## config.mk

```make
export PLATFORM = sky130hd
export DESIGN_NAME = mul_seq_ctrl
export DESIGN_NICKNAME = d
export VERILOG_FILES = /design/src/rtl/mul_seq_ctrl.sv
export SDC_FILE = /design/constraint.sdc
export NUM_CORES = 1
export LEC_CHECK = 0
export CAP_MARGIN = 20
export CORE_AREA = 2 2 39 41
export CTS_BUF_LIST = sky130_fd_sc_hd__clkbuf_4
export DETAILED_ROUTE_END_ITERATION = 8
export DIE_AREA = 0 0 41 43
export DONT_BUFFER_PORTS = 1
export PLACE_DENSITY = 0.46
export SLEW_MARGIN = 40
export SYNTH_ARGS = -nofsm -noshare
export SYNTH_HDL_FRONTEND = slang
export SYNTH_SLANG_ARGS = --single-unit
```

## constraint.sdc

```tcl
create_clock -name ctrl_clk -period 1.5 [get_ports ctrl_clk]
set_input_delay 0.45 -clock ctrl_clk [delete_from_list [all_inputs] [get_ports ctrl_clk]]
set_output_delay 0.45 -clock ctrl_clk [all_outputs]
set_load 0.01 [all_outputs]
```

## src/rtl/mul_seq_ctrl.sv

```systemverilog
// rtl/mul_seq_ctrl.sv - Moore sequencer for a shift-add multiplier datapath
module mul_seq_ctrl #(
    parameter int WIDTH = 4,
    parameter int CNT_W = 3
) (
    input  logic             ctrl_clk,
    input  logic             ctrl_rst,
    input  logic             start,
    input  logic             mult_lsb,
    output logic             ld_a_en,
    output logic             ld_b_en,
    output logic             acc_clr,
    output logic             acc_add,
    output logic             shift_en,
    output logic             busy,
    output logic             done,
    output logic [CNT_W-1:0] iter_cnt
);

    typedef enum logic [2:0] {
        S_IDLE  = 3'd0,
        S_LOAD  = 3'd1,
        S_TEST  = 3'd2,
        S_ADD   = 3'd3,
        S_SHIFT = 3'd4,
        S_DONE  = 3'd5
    } state_e;

    // Counter value seen during the SHIFT of the final iteration.
    localparam logic [CNT_W-1:0] LAST_ITER = CNT_W'(WIDTH - 1);

    state_e           state_q, state_d;
    logic [CNT_W-1:0] iter_q, iter_d;

    // State and iteration counter registers; reset aborts any operation in flight.
    always_ff @(posedge ctrl_clk or posedge ctrl_rst) begin
        if (ctrl_rst) begin
            state_q <= S_IDLE;
            iter_q  <= '0;
        end else begin
            state_q <= state_d;
            iter_q  <= iter_d;
        end
    end

    // Next-state and counter update; start is only looked at in IDLE, mult_lsb only in TEST.
    always_comb begin
        state_d = state_q;
        iter_d  = iter_q;
        case (state_q)
            S_IDLE: begin
                if (start) begin
                    state_d = S_LOAD;
                end
            end
            S_LOAD: begin
                iter_d  = '0;
                state_d = S_TEST;
            end
            S_TEST: begin
                state_d = mult_lsb ? S_ADD : S_SHIFT;
            end
            S_ADD: begin
                state_d = S_SHIFT;
            end
            S_SHIFT: begin
                iter_d  = iter_q + CNT_W'(1);
                state_d = (iter_q == LAST_ITER) ? S_DONE : S_TEST;
            end
            S_DONE: begin
                state_d = S_IDLE;
            end
            default: begin
                state_d = S_IDLE;
            end
        endcase
    end

    // Moore output decode from the state register only.
    always_comb begin
        ld_a_en  = 1'b0;
        ld_b_en  = 1'b0;
        acc_clr  = 1'b0;
        acc_add  = 1'b0;
        shift_en = 1'b0;
        busy     = 1'b0;
        done     = 1'b0;
        case (state_q)
            S_LOAD: begin
                ld_a_en = 1'b1;
                ld_b_en = 1'b1;
                acc_clr = 1'b1;
                busy    = 1'b1;
            end
            S_TEST: begin
                busy = 1'b1;
            end
            S_ADD: begin
                acc_add = 1'b1;
                busy    = 1'b1;
            end
            S_SHIFT: begin
                shift_en = 1'b1;
                busy     = 1'b1;
            end
            S_DONE: begin
                done = 1'b1;
            end
            default: begin
                busy = 1'b0;
            end
        endcase
    end

    assign iter_cnt = iter_q;

endmodule
```

==> flow_summary.toml, run 1 <==
[power_and_ir_drop]
pwr-share-comb = 0.567
internal_power_mw = 0.637
clockPowerShare = 0.142
p_total_mw = 1.10
power_density_nw_per_um2 = 2150
p_switching_mw = 0.465
power_leakage_nw = 0.228
irDropWorstVdd_v = 0.000712
swShare = 0.422
seqPwrFrac = 0.291

[routing]
ant_nets = 0
drtIter0Drc = 8
drt_wl_total_um = 988
wl_per_cell_um = 14.5
route.detailed.drc = 0
firstDrtPassIters = 4
via_count = 356
post_drt_via_cell_ratio = 5.24

[min_path]
min_path_type = "in2async"

[yosys]
yosys_warnings = 0
syn_area_per_cell_um2 = 9.51
synth_fp_nets = 49
synthCells = 43
synth_seq_area_share = 0.367
ys_ff_latch = 6
synth.cell_area_um2 = 409
synth_cell_types = 21

[placement]
gp_congestion = 0.751
hpwlAfterDp_um = 712
placed_area_um2 = 445
io_buffers = 0

[cells_and_area]
layout.nets = 60
final_util = 0.371
drive_gt1_frac = 0.423
area_growth_pct = 25.4
diodes = 0
final_area_um2 = 513

[global_route]
gr-total-overflow = 0
grt_max_degree = 10
grt_pass1_vias = 335
antenna_found_initial = 0
grt_usage = 0.135
grt_pass1_wl_mm = 1.58

[clock_tree]
cts-root-buf = "clkbuf_4"
hold_buffers = 0
insertion_delay_ns = 0.25
cts_tree = "done"
clk_pin_slew_ns = 0.05
cts_sinks = 6
clockBufferDepth = 2
cts_buffers = 3
htreeDepth = 1

[critical_path]
rr_startpoint = "state_q[1]$_DFFE_PP0P_"
cpPeakStageDelay_ns = 0.44
crit_family = "flip-flops"
r2r_slack_ns = 0.24
required_ns = 1.05
cp.arrival_ns = 1.09
crit_type = "reg2out"
crit_buf_inv = 0
cpMaxStageDelayCell = "dfrtp_2"
start_kind = "register"
r2r-end = "iter_cnt[1]$_DFFE_PP0P_"
critical_path.cell_chain = "nand2b_4 > nor2_1"
path_max_fanout = 6
reg2regPathDepth = 5
end_kind = "primary output"

[timing]
slew_violations = 0
timing.final.crit_share = 1.03
worstMarginPinSlew_ns = 0.291
hold_violations = 0
grt_setup_unrepaired = "yes"
finalClockSkew_ns = 0.00241
slew_headroom = 0.804
layout_setup_ws_ns = -0.0413
setup_viol = 6
timing.fmax_ghz = 0.649
fin_crit_ns = 1.54

[status]
status = "finished with violations"
violations = "negative setup slack"

[die]
start_util = 0.296
die_h_um = 43
die_w_um = 41
num_rows = 14
core_um2 = 1380
pin_count = 14
dieArea_um2 = 1760

[flow_run]
maxCapViolations = 0
==> layout make-up <==
cell class | instances | area (um2)
Fill cell | 149 | 871
Tap cell | 16 | 20.0
Timing Repair Buffer | 11 | 86.3
Multi-Input combinational cell | 28 | 215
Clock buffer | 3 | 22.5
Inverter | 4 | 15.0
Sequential cell | 6 | 154
==> how the worst max path moves through the flow <==
stage / startpoint / endpoint / slack [ns] / cells after the start
CTS: state_q[0]$_DFFE_PP0P_ / shift_en / -0.05 / 2
global placement: state_q[0]$_DFFE_PP0P_ / done / 0.12 / 3
detailed placement: state_q[0]$_DFFE_PP0P_ / done / 0.14 / 3
floorplan: state_q[1]$_DFFE_PP0P_ / ld_a_en / 0.02 / 3
finish: state_q[0]$_DFFE_PP0P_ / shift_en / -0.04 / 2
global route: state_q[1]$_DFFE_PP0P_ / acc_clr / -0.1 / 2
==> cell usage after synthesis (all sizes together) <==
| cell type | n | share of area |
|---|---|---|
| xnor2 | 1 | 0.021 |
| inv | 4 | 0.037 |
| o2bb2ai | 1 | 0.021 |
| nand2b | 3 | 0.064 |
| a31oi | 1 | 0.015 |
| o311ai | 2 | 0.043 |
| nand2 | 2 | 0.018 |
| nor2 | 4 | 0.037 |
| mux2 | 1 | 0.028 |
| dfrtp | 6 | 0.37 |
| nor2b | 2 | 0.031 |
| ha | 2 | 0.061 |
| o21bai | 1 | 0.018 |
| nand3 | 2 | 0.024 |
| a211oi | 2 | 0.037 |
| buf | 5 | 0.10 |
| o31ai | 1 | 0.018 |
| a22o | 1 | 0.021 |
| nor3b | 2 | 0.037 |
==> what timing repair did <==
action | CTS | global route
resized for setup | 5 | 1
setup endpoints to repair | 7 | 7
buffers inserted | 2 | 2
endpoints found under the hold margin | 0 | 0
pin swaps | 0 | 2
==> per-stage QoR <==
step                      setup WS, ns  hold WS (ns)  std cells  setup TNS, ns
final                          -0.0413        0.0110         68         -0.181
after global routing           -0.0956        0.0303         68         -0.535
after CTS                      -0.0453        0.0181         66         -0.201
after detailed placement         0.143         0.281         61              0
after global placement           0.125         0.276         61              0
after floorplan                 0.0213         0.241         43              0
==> cells by family after synthesis <==
logic type	share of synthesized area
AND/OR/NAND/NOR	0.211
AO/OA/AOI/OAI	0.174
buffers and inverters	0.138
flip-flops	0.367
adder cells (fa/ha/maj)	0.0612
XOR/XNOR	0.0214
multiplexers	0.0275
==> power by group through the flow <==
stage	Sequential [mW]	Combinational, mW	Clock [mW]
after floorplan	0.288	0.459	0
after global placement	0.318	0.524	0
after detailed placement	0.322	0.527	0
after CTS	0.323	0.579	0.159
after global routing	0.328	0.692	0.163
final	0.321	0.625	0.156
==> registers in the layout (all words and copies together), names as in the netlist <==
name      flops
iter_cnt      3
state_q       3
==> metal layers <==
metal / track usage / up-vias / routed length (um)
met5: 0 / - / 0
met4: 0.0800 / 0 / 0
met3: 0.0628 / 0 / 110
met2: 0.184 / 19 / 497
met1: 0.167 / 171 / 381
li1: - / 166 / -
==> placed cells by master (no fill, tap or decap), types with 3 or more instances in the layout <==
master,n
buf_4,10
inv_1,4
nor2_1,3
clkbuf_4,3
dfrtp_1,3
dfrtp_2,3
Power figures use the tool's default switching activity.
==> run 2, diff against run 1 <==
==> constraint.sdc (replaced) <==
create_clock -name ctrl_clk -period 1.5 [get_ports ctrl_clk]
set_input_delay 0.45 -clock ctrl_clk [delete_from_list [all_inputs] [get_ports ctrl_clk]]
set_output_delay 0.45 -clock ctrl_clk [all_outputs]
set_load 0.02 [all_outputs]
==> flow_summary.toml, run 2 (synthesized netlist as in run 1, its figures left out) <==
[critical_path]
crit_type = "reg2out"
r2r_slack_ns = 0.14
critical_path.cell_chain = "nor3b_4 > buf_12"
end_kind = "primary output"
crit_buf_inv = 1
crit_family = "flip-flops"
cpMaxStageDelayCell = "dfrtp_2"
cpPeakStageDelay_ns = 0.47
path_max_fanout = 7
start_kind = "register"
setup.worst_path.start = "state_q[2]$_DFFE_PP0P_"
cp.arrival_ns = 1.17
rr_startpoint = "state_q[0]$_DFFE_PP0P_"
required_ns = 1.05

[cells_and_area]
area_growth_pct = 51.1
drive_gt1_frac = 0.567
fillCellCount = 136
diodes = 0
final_area_um2 = 618
layout_commonest_cell = "buf_4"
layout.cells.non_filler = 76
final_cell_mix = "16 x buf_4, 3 x inv_1, 3 x clkbuf_4, 3 x dfrtp_1, 3 x dfrtp_2"
layout.nets = 68

[timing]
slew_violations = 0
fin_crit_ns = 1.62
timing.fmax_ghz = 0.617
grt_setup_unrepaired = "yes"
setup_viol = 7
timing.final.crit_share = 1.08
worstMarginPinSlew_ns = 0.254
finalClockSkew_ns = 0.00329
slew_headroom = 0.830
fin_tns_setup_ns = -0.707
hold_violations = 0
layout_setup_ws_ns = -0.120

[routing]
drt_wl_total_mm = 1.09
route.detailed.drc = 0
wl_per_cell_um = 14.3
ant_nets = 0
drtIter0Drc = 8
via_count = 373
post_drt_via_cell_ratio = 4.91
firstDrtPassIters = 4

[clock_tree]
htreeDepth = 1
cts_sinks = 6
cts_tree = "done"
clk_pin_slew_ns = 0.05
cts-root-buf = "clkbuf_4"
clockBufferDepth = 2
cts_buffers = 3
insertion_delay_ns = 0.24

[die]
num_rows = 14
die_h_um = 43
pin_count = 14
core_um2 = 1380
die_w_um = 41
start_util = 0.296
dieArea_um2 = 1760

[global_route]
grt_pass1_vias = 383
antenna_found_initial = 0
grt_usage = 0.150
grt_max_degree = 8
gr-total-overflow = 0
grt_pass1_wl_mm = 1.70

[placement]
hpwlAfterDp_um = 731
placed_area_um2 = 499
numPlacedInstances = 65
gp_congestion = 0.744
io_buffers = 0

[power_and_ir_drop]
power_leakage_nw = 0.276
power_density_nw_per_um2 = 2350
irDropWorstVdd_v = 0.000861
p_total_mw = 1.45

[status]
status = "finished with violations"
violations = "negative setup slack"

[min_path]
min_path_type = "in2async"

[flow_run]
maxCapViolations = 0
==> run 2: cell count changes in the layout (fill, tap and decap cells not counted), sizes merged <==
cell,previous run,this run
buf,11,19
==> run 2: path summary, 6_finish.rpt <==
check,endpoint,cells past startpoint
min in group ctrl_clk,state_q[1]$_DFFE_PP0P_,2
max reg2reg,iter_cnt[0]$_DFFE_PP0P_,4
min,iter_cnt[2]$_DFFE_PP0P_,1
max,ld_a_en,2
min reg2reg,iter_cnt[2]$_DFFE_PP0P_,3
max in group asynchronous,state_q[1]$_DFFE_PP0P_,1
==> run 2: repair_timing <==
action / CTS / global route
gates cloned: 0 / 0
endpoints found under the setup margin: 7 / 7
setup buffers: 4 / 4
pin swaps: 2 / 2
hold buffers: 0 / 0
gates resized for setup: 10 / 2
==> run 2: where the power goes <==
part | leakage (nW) | switching (mW) | internal, mW
Clock | 0.0138 | 0.0580 | 0.0905
Combinational | 0.188 | 0.462 | 0.500
Sequential | 0.0751 | 0.109 | 0.230
==> run 2: layout make-up <==
class,instances,area (um2),area share
clock buffer,3,22.5,0.0364
inverter,4,15.0,0.0243
multi-input combinational,28,244,0.395
sequential,6,154,0.249
tap,16,20.0,0.0324
timing repair buffer,19,163,0.263
==> run 2: metal layers <==
layer	track usage	up-vias	part of all wire
met5	0	-	0
met4	0.0600	0	0
met3	0.0471	0	0.050
li1	-	183	-
met2	0.238	9	0.56
met1	0.180	181	0.39
==> run 2: stage by stage <==
stage / worst slack (ns) / utilization / hold slack (ns)
2_1_floorplan: -0.0321 / - / 0.241
3_3_place_gp: 0.0357 / 0.361 / 0.273
3_5_place_dp: 0.0326 / 0.361 / 0.282
4_1_cts: -0.124 / 0.420 / 0.0154
5_1_grt: -0.166 / 0.447 / 0.0309
6_report: -0.120 / 0.447 / 0.0166
==> run 3, diff against run 2 <==
--- a/config.mk
+++ b/config.mk
@@ -6,12 +6,14 @@
 export NUM_CORES = 1
 export LEC_CHECK = 0
 export CAP_MARGIN = 20
+export CELL_PAD_IN_SITES_DETAIL_PLACEMENT = 0
+export CELL_PAD_IN_SITES_GLOBAL_PLACEMENT = 1
 export CORE_AREA = 2 2 39 41
 export CTS_BUF_LIST = sky130_fd_sc_hd__clkbuf_4
 export DETAILED_ROUTE_END_ITERATION = 8
 export DIE_AREA = 0 0 41 43
 export DONT_BUFFER_PORTS = 1
-export PLACE_DENSITY = 0.46
+export PLACE_DENSITY = 0.58
 export SLEW_MARGIN = 40
 export SYNTH_ARGS = -nofsm -noshare
 export SYNTH_HDL_FRONTEND = slang
==> flow_summary.toml, run 3 (synthesized netlist as in run 1, its figures left out) <==
[status]
status = "finished with violations"
violations = "negative setup slack"

[critical_path]
rr_startpoint = "state_q[1]$_DFFE_PP0P_"
setup.worst_path.start = "state_q[1]$_DFFE_PP0P_"
end_kind = "primary output"
path_max_fanout = 6
required_ns = 1.05
crit_type = "reg2out"
cp.arrival_ns = 1.17
start_kind = "register"

[timing]
layout_setup_ws_ns = -0.115
slew_headroom = 0.839
fin_tns_setup_ns = -0.655
hold_violations = 0
setup_viol = 7
finalClockSkew_ns = 0.00340
finalHoldWorstSlack_ns = 0.0119
worstMarginPinSlew_ns = 0.238
grt_setup_unrepaired = "yes"
fin_crit_ns = 1.62
timing.fmax_ghz = 0.619
slew_violations = 0
timing.final.crit_share = 1.08

[power_and_ir_drop]
irDropWorstVdd_v = 0.000736
power_leakage_nw = 0.258
power_density_nw_per_um2 = 2310

[routing]
ant_nets = 0
wl_per_cell_um = 13.7
route.met2.wl_um = 499
via_count = 357
drtIter0Drc = 1
met3_length_um = 61
post_drt_via_cell_ratio = 4.96
drt_wl_total_um = 989
topRoutingLayerUsed = "met3"
route.detailed.drc = 0
met1_length_um = 428
firstDrtPassIters = 2

[cells_and_area]
final_cell_mix = "12 x buf_4, 3 x inv_1, 3 x clkbuf_4, 3 x dfrtp_1, 3 x dfrtp_2"
layout.nets = 64
layout.cells.non_filler = 72
diodes = 0
final_util = 0.425
area_growth_pct = 43.7
drive_gt1_frac = 0.536
regArea_um2 = 154
layout_commonest_cell = "buf_4"
fillCellCount = 144
multi_input_area_um2 = 244

[clock_tree]
cts_buffers = 3
clk_pin_slew_ns = 0.05
clockBufferDepth = 2
htreeDepth = 1
cts-root-buf = "clkbuf_4"
cts_sinks = 6
insertion_delay_ns = 0.25
cts_tree = "done"
hold_buffers = 0

[placement]
io_buffers = 0
gp_congestion = 0.704
numPlacedInstances = 65
hpwlAfterDp_um = 729

[die]
start_util = 0.296
die_w_um = 41
num_rows = 14
core_um2 = 1380
die_h_um = 43
dieArea_um2 = 1760
pin_count = 14

[flow_run]
maxCapViolations = 0

[global_route]
grt_pass1_vias = 372
antenna_found_initial = 0
grt_pass1_wl_mm = 1.61
grt_usage = 0.137
grt_max_degree = 8
gr-total-overflow = 0

[min_path]
min_path_type = "in2async"
## run 3: what timing repair did
action                     CTS  global route
cloned                       0             0
pin swaps                    1             3
buffers inserted             2             2
setup endpoints to repair    7             7
hold endpoints to repair     0             0
resized for setup            4             8
## run 3: where the power goes
group | total (mW) | internal, mW | switching [mW]
Sequential | 0.342 | 0.230 | 0.112
Clock | 0.155 | 0.0909 | 0.0636
Combinational | 0.863 | 0.437 | 0.426
Total | 1.36 | 0.758 | 0.602
## run 3: metrics by stage
step	setup slack [ns]	total power, mW	instance area [um2]
final	-0.115	1.36	588
after global routing	-0.151	1.46	588
after CTS	-0.111	1.27	543
after detailed placement	0.0677	1.06	499
after global placement	0.0703	1.05	499
after floorplan	-0.0321	0.856	425
## run 3: worst paths after layout
| kind | end | slack [ns] | cells past startpoint |
|---|---|---|---|
| setup reg to reg | iter_cnt[1]$_DFFE_PP0P_ | 0.21 | 5 |
| hold / removal | iter_cnt[2]$_DFFE_PP0P_ | 0.01 | 1 |
| min in group ctrl_clk | state_q[1]$_DFFE_PP0P_ | 0.38 | 2 |
| setup / recovery | ld_b_en | -0.12 | 2 |
| max in group asynchronous | state_q[0]$_DFFE_PP0P_ | 1.26 | 1 |
| hold reg to reg | iter_cnt[2]$_DFFE_PP0P_ | 0.67 | 3 |
## run 3: critical path: stages, from the launching register on
cell and delay, ns:
dfrtp_2 0.49, nor3b_4 0.25, buf_12 0.18
## run 3: layout make-up
class,count,area share
multi-input cells,28,0.415
well taps,16,0.0340
flip-flops and latches,6,0.262
repair buffers,15,0.226
inverters,4,0.0255
clock buffers,3,0.0383
## run 3: per-layer routing
layer,track usage,up-vias
li1,-,176
met1,0.182,175
met2,0.197,6
met3,0.0419,0
met4,0.0600,0
met5,0,-
